File: src/rtl/servo_pkg.sv
// Shared types and default constants for the servo sequencer and its PWM stage.
package servo_pkg;

  typedef enum logic [1:0] {
    IDLE   = 2'd0,
    MOVE   = 2'd1,
    HOLD   = 2'd2,
    RETURN = 2'd3
  } state_t;

  localparam int DW_DEF          = 19;
  localparam int FRAME_LIMIT_DEF = 500000;
  localparam int DUTY_MIN_DEF    = 12500;
  localparam int DUTY_MAX_DEF    = 65000;
  localparam int HOME_DUTY_DEF   = 65000;
  localparam int DUTY_R_DEF      = 53500;
  localparam int DUTY_V_DEF      = 47000;
  localparam int DUTY_A_DEF      = 40500;
  localparam int STEP_DEF        = 6500;
  localparam int HOLD_FRAMES_DEF = 50;

  function automatic int clamp_duty(input int d, input int lo, input int hi);
    if (d < lo) return lo;
    if (d > hi) return hi;
    return d;
  endfunction

endpackage

File: src/rtl/servo_pwm_gen.sv
// Servo pin generator: high while the shared frame counter is below the duty word.
module servo_pwm_gen #(
  parameter int DW = 19
) (
  input  logic          clk_in,
  input  logic          rst_n,
  input  logic [DW-1:0] count,
  input  logic [DW-1:0] duty,
  output logic          pwm_out
);

  always_ff @(posedge clk_in or negedge rst_n) begin
    if (!rst_n) pwm_out <= 1'b0;
    else        pwm_out <= (count < duty);
  end

endmodule

File: src/rtl/servo_seq_ctrl.sv
// Priority sequencer for a hobby servo: grant one colour request, slew to its angle,
// hold, slew home. Define SERVO_SEQ_PWM_EN to build the on-chip PWM pin generator.
module servo_seq_ctrl
  import servo_pkg::*;
#(
  parameter int DW          = DW_DEF,
  parameter int FRAME_LIMIT = FRAME_LIMIT_DEF,
  parameter int DUTY_MIN    = DUTY_MIN_DEF,
  parameter int DUTY_MAX    = DUTY_MAX_DEF,
  parameter int HOME_DUTY   = HOME_DUTY_DEF,
  parameter int DUTY_R      = DUTY_R_DEF,
  parameter int DUTY_V      = DUTY_V_DEF,
  parameter int DUTY_A      = DUTY_A_DEF,
  parameter int STEP        = STEP_DEF,
  parameter int HOLD_FRAMES = HOLD_FRAMES_DEF
) (
  input  logic          clk_in,
  input  logic          rst_n,
  input  logic          req_r,
  input  logic          req_v,
  input  logic          req_a,
  output logic [2:0]    ack,
  output logic [DW-1:0] duty,
  output logic          frame_tick,
  output logic          busy,
  output logic          done,
  output logic          pwm_out
);

  localparam logic [DW-1:0] TGT_R    = DW'(clamp_duty(DUTY_R, DUTY_MIN, DUTY_MAX));
  localparam logic [DW-1:0] TGT_V    = DW'(clamp_duty(DUTY_V, DUTY_MIN, DUTY_MAX));
  localparam logic [DW-1:0] TGT_A    = DW'(clamp_duty(DUTY_A, DUTY_MIN, DUTY_MAX));
  localparam logic [DW-1:0] TGT_HOME = DW'(clamp_duty(HOME_DUTY, DUTY_MIN, DUTY_MAX));
  localparam logic [DW-1:0] LIM_M1   = DW'(FRAME_LIMIT - 1);
  localparam logic [DW-1:0] TICK_PRE = DW'(FRAME_LIMIT - 2);
  localparam logic [DW-1:0] STEP_U   = DW'(STEP);
  localparam logic signed [DW:0] STEP_S = $signed((DW+1)'(STEP));
  localparam int HW = (HOLD_FRAMES > 1) ? $clog2(HOLD_FRAMES) : 1;
  localparam logic [HW-1:0] HLAST = HW'(HOLD_FRAMES - 1);

  logic [DW-1:0] count;
  state_t        state_q, state_d;
  logic [DW-1:0] duty_q, duty_d;
  logic [DW-1:0] tgt_q, tgt_d;
  logic [HW-1:0] hcnt_q, hcnt_d;
  logic [2:0]    gnt, ack_c;
  logic [DW-1:0] gnt_tgt;
  logic          done_c;

  // Move by at most STEP toward tgt; the DW+1-bit signed difference cannot wrap.
  function automatic logic [DW-1:0] slew(input logic [DW-1:0] cur, input logic [DW-1:0] tgt);
    logic signed [DW:0] diff;
    diff = $signed({1'b0, tgt}) - $signed({1'b0, cur});
    if (diff > STEP_S)       slew = cur + STEP_U;
    else if (diff < -STEP_S) slew = cur - STEP_U;
    else                     slew = tgt;
  endfunction

  // Frame counter; tick is registered so it is high exactly while count == FRAME_LIMIT-1.
  always_ff @(posedge clk_in or negedge rst_n) begin
    if (!rst_n) begin
      count      <= '0;
      frame_tick <= 1'b0;
    end else begin
      count      <= (count == LIM_M1) ? '0 : count + DW'(1);
      frame_tick <= (count == TICK_PRE);
    end
  end

  always_comb begin
    gnt     = 3'b000;
    gnt_tgt = TGT_R;
    if (req_r) begin
      gnt = 3'b001; gnt_tgt = TGT_R;
    end else if (req_v) begin
      gnt = 3'b010; gnt_tgt = TGT_V;
    end else if (req_a) begin
      gnt = 3'b100; gnt_tgt = TGT_A;
    end
  end

  always_ff @(posedge clk_in or negedge rst_n) begin
    if (!rst_n) begin
      state_q <= IDLE;
      duty_q  <= TGT_HOME;
      tgt_q   <= TGT_HOME;
      hcnt_q  <= '0;
    end else begin
      state_q <= state_d;
      duty_q  <= duty_d;
      tgt_q   <= tgt_d;
      hcnt_q  <= hcnt_d;
    end
  end

  always_comb begin
    state_d = state_q;
    duty_d  = duty_q;
    tgt_d   = tgt_q;
    hcnt_d  = hcnt_q;
    ack_c   = 3'b000;
    done_c  = 1'b0;
    case (state_q)
      IDLE: begin
        if (|gnt) begin
          ack_c   = gnt;
          tgt_d   = gnt_tgt;
          state_d = MOVE;
        end
      end
      MOVE: begin
        if (frame_tick) begin
          duty_d = slew(duty_q, tgt_q);
          if (duty_d == tgt_q) begin
            hcnt_d  = '0;
            state_d = HOLD;
          end
        end
      end
      HOLD: begin
        if (frame_tick) begin
          if (hcnt_q == HLAST) begin
            done_c  = 1'b1;
            tgt_d   = TGT_HOME;
            state_d = RETURN;
          end else begin
            hcnt_d = hcnt_q + HW'(1);
          end
        end
      end
      RETURN: begin
        // A new request wins over this frame's slew; duty continues from where it is.
        if (|gnt) begin
          ack_c   = gnt;
          tgt_d   = gnt_tgt;
          state_d = MOVE;
        end else if (frame_tick) begin
          duty_d = slew(duty_q, tgt_q);
          if (duty_d == TGT_HOME) state_d = IDLE;
        end
      end
      default: state_d = IDLE;
    endcase
  end

  assign ack  = rst_n ? ack_c : 3'b000;
  assign done = done_c;
  assign duty = duty_q;
  assign busy = (state_q != IDLE);

`ifdef SERVO_SEQ_PWM_EN
  servo_pwm_gen #(.DW(DW)) u_pwm (
    .clk_in  (clk_in),
    .rst_n   (rst_n),
    .count   (count),
    .duty    (duty_q),
    .pwm_out (pwm_out)
  );
`else
  assign pwm_out = 1'b0;
`endif

endmodule
File: config.mk
export PLATFORM = sky130hd
export DESIGN_NAME = servo_seq_ctrl
export DESIGN_NICKNAME = d
export VERILOG_FILES = /design/src/rtl/servo_pkg.sv /design/src/rtl/servo_pwm_gen.sv /design/src/rtl/servo_seq_ctrl.sv
export SDC_FILE = /design/constraint.sdc
export NUM_CORES = 1
export LEC_CHECK = 0
export CORE_MARGIN = 4
export CORE_UTILIZATION = 55
export CTS_CLUSTER_SIZE = 8
export DETAILED_ROUTE_END_ITERATION = 7
export GPL_TIMING_DRIVEN = 0
export PLACE_DENSITY_LB_ADDON = 0.2
export SLEW_MARGIN = 30
export SYNTH_ARGS = -nofsm -noshare
export SYNTH_HDL_FRONTEND = slang
export SYNTH_HIERARCHICAL = 1
export SYNTH_SLANG_ARGS = --single-unit
File: constraint.sdc
create_clock -name clk_in -period 6.6 [get_ports clk_in]
set_input_delay 1.32 -clock clk_in [delete_from_list [all_inputs] [get_ports clk_in]]
set_output_delay 1.32 -clock clk_in [all_outputs]
set_load 0.03 [all_outputs]
==> results.ini <==
[floorplan]
coreArea_sq_um = 8680
num_rows = 34
initial_utilization_pct = 56.3
io_pins = 31
die_w_um = 102
die-area_sq_um = 10500
die_h_um = 102

[run]
maxCapViolCount = 0

[place]
placed_cells = 746
hpwl_um = 9960
portBuffers = 28
finalWeightedCongestion = 0.980
place_ws_ps = 740

[critical_path]
worstSetupPathType = reg -> reg
cpMaxStageDelayCell = dfstp_2
required_ps = 6820
crit_arrival_ps = 6280
critPathMaxFanout = 10
path_cells = clkbuf_1, inv_1, ha_1, buf_2, nand3_1, a211oi_2, o211ai_2, a311oi_4, or3b_1, a211o_1, nand2_1, clkbuf_1, nor2_1, a211oi_1, nor4b_1, a31o_2, a41oi_1, o22a_1
cp-start-kind = flop
reg2reg_depth = 18
end_kind = flop
max_stage_delay_ps = 560
cp_common_cell = clkbuf_1

[yosys]
async_flop_share_pct = 100
yosys-top-cells-area = dfrtp_1, dfstp_2, xnor2_1, ha_1, nand2_1
yosysUniqueCellTypes = 75
synth.cell_area_sq_um = 4890
ys_warn_count = 6
synth_nets = 636
synth_most_common_cell = nand2_1
synth_commonest_cells = nand2_1, nor2_1, o21ai_0, dfrtp_1, xnor2_1
ys_ff_latch = 56
yosys_most_used_dff = dfrtp_1
synth-edff-count = 0
synth_top_area_share_pct = 20.0
syn_avg_cell_area_sq_um = 8.03
yosysSeqAreaShare_pct = 29.1
syn_inst = 609
synth.largest_area_cell = dfrtp_1

[global_route]
antenna_found_initial = 0
grt.total_usage_pct = 25.5
grt_max_degree = 49
grt-ovfl-total = 0
grt_pass1_vias = 4446
grt_pass1_wl_um = 21400

[layout]
multi_input_comb_area_sq_um = 3220
area_delta_synth_final_pct = 11.0
drive_above_1_share_pct = 7.43
regArea_sq_um = 1420
fin_cells = 754
nets = 672
antenna_cells = 0
fill_cells = 769

[cts]
cts.repair.resized = 0
worstSkewPairLatency_ps = 330
cts_inserted_buffers = 5
cts-root-buf = clkbuf_8
clockBufferDepth = 2
htreeDepth = 2
cts_setup_buffers = 0
cts_tree = yes
cts_sinks = 56
holdBufCountCts = 0
cts.clk_slew.worst_paths_ps = 120

[routing]
drtPass1Iterations = 5
drc_errors = 0
routed_wl_um = 13000
drtIter0Drc = 389
drtAntennaViolNets = 0
wl_per_cell_um = 17.2
vias = 4849
vias_per_cell = 6.43

[sta]
finalHoldViolCount = 0
skew_ps = 14.6
period_share_pct = 91.9
rsz0062_at_grt = false
min_period_ps = 6070
fmax_ghz = 0.165
drv_slew = 0
setup_viol = 0
setup_ws_ps = 532
fin_setup_tns_ps = 0
worst_pin_slew_ps = 864
slew_headroom_pct = 42.1

[pwr]
ir_drop_uv = 85.7
power.leakage_nw = 2.18
power_density_nw_per_um2 = 116

[hold_path]
hold-path-cell-count = 1
min_path_type = reg -> reg

[outcome]
status = completed

final timing paths:
path / from / end / slack [ps]
min: count[4] / count[4] / 470
min in group asynchronous: rst_n / duty[1] / 830
max reg2reg: duty[5] / state_q[0] / 530
min reg2reg: count[4] / count[4] / 470
max in group asynchronous: rst_n / tgt_q[10] / 5230
max: duty[5] / state_q[0] / 530
state kept, by name (all words and copies together) (netlist names):
| signal | cells |
|---|---|
| frame_tick | 1 |
| duty | 19 |
| state_q | 2 |
| hcnt_q | 6 |
| tgt_q | 9 |
| count | 19 |
kinds of logic (layout without fill, tap and decap cells):
logic type / after synthesis / after routing / synth area share [%]
simple gates: 227 / 227 / 23.6
compound gates: 184 / 184 / 26.1
buf+inv: 62 / 99 / 5.07
flops: 56 / 56 / 29.1
xor+xnor: 51 / 51 / 9.14
fa+ha+maj: 22 / 22 / 5.63
mux: 6 / 6 / 1.31
other cells: 1 / 1 / 0.0767
layer usage:
| layer | part of all wire (%) | track usage [%] |
|---|---|---|
| met2 | 48 | 42.4 |
| met5 | 0 | 0 |
| met1 | 43 | 33.5 |
| met4 | 3.7 | 10.4 |
| met3 | 5.6 | 3.48 |
where the power goes:
part	switching (W)	total, W	internal, W
Clock	0.000127	0.000204	0.0000776
Combinational	0.0000436	0.0000724	0.0000289
Sequential	0.00000558	0.000354	0.000348
Total	0.000176	0.000630	0.000454
per-stage QoR:
stage / instance area (sq um) / total power [W] / utilization, % / hold slack (ps)
4_1_cts: 5420 / 0.000637 / 62.5 / 475
5_1_grt: 5420 / 0.000657 / 62.5 / 517
3_3_place_gp: 5300 / 0.000427 / 61.1 / 459
6_report: 5420 / 0.000630 / 62.5 / 469
2_1_floorplan: 4890 / 0.000407 / - / 438
3_5_place_dp: 5330 / 0.000431 / 61.4 / 457
layout make-up:
class	count	share of cell area [%]
clock buffers	5	1.27
clock inverters	3	0.484
repair buffers	29	5.63
well taps	108	2.49
inverters	28	1.94
multi-input cells	491	59.3
flip-flops and latches	56	26.2
plain buffers	34	2.63
placed cells by master (no fill, tap or decap), types with 13 or more instances in the layout:
cell             instances
ha_1                    22
o21ai_0                 40
xor2_1                  13
nor3_1                  18
xnor2_1                 38
a21oi_1                 35
clkdlybuf4s50_1         27
nand3_1                 21
dfstp_2                 17
and3_1                  14
nor2_1                  54
inv_1                   28
dfrtp_1                 39
nand2_1                 56
clkbuf_1                25
critical path, delay by kind of cell (launching register included):
family / cells / cell delay (ps)
AOI/OAI and AO/OA: 8 / 2470
adders and majority gates: 1 / 330
buffers and inverters: 4 / 1200
DFF: 1 / 560
and+or+nand+nor: 5 / 1380
(Power assumes the default switching activity.)
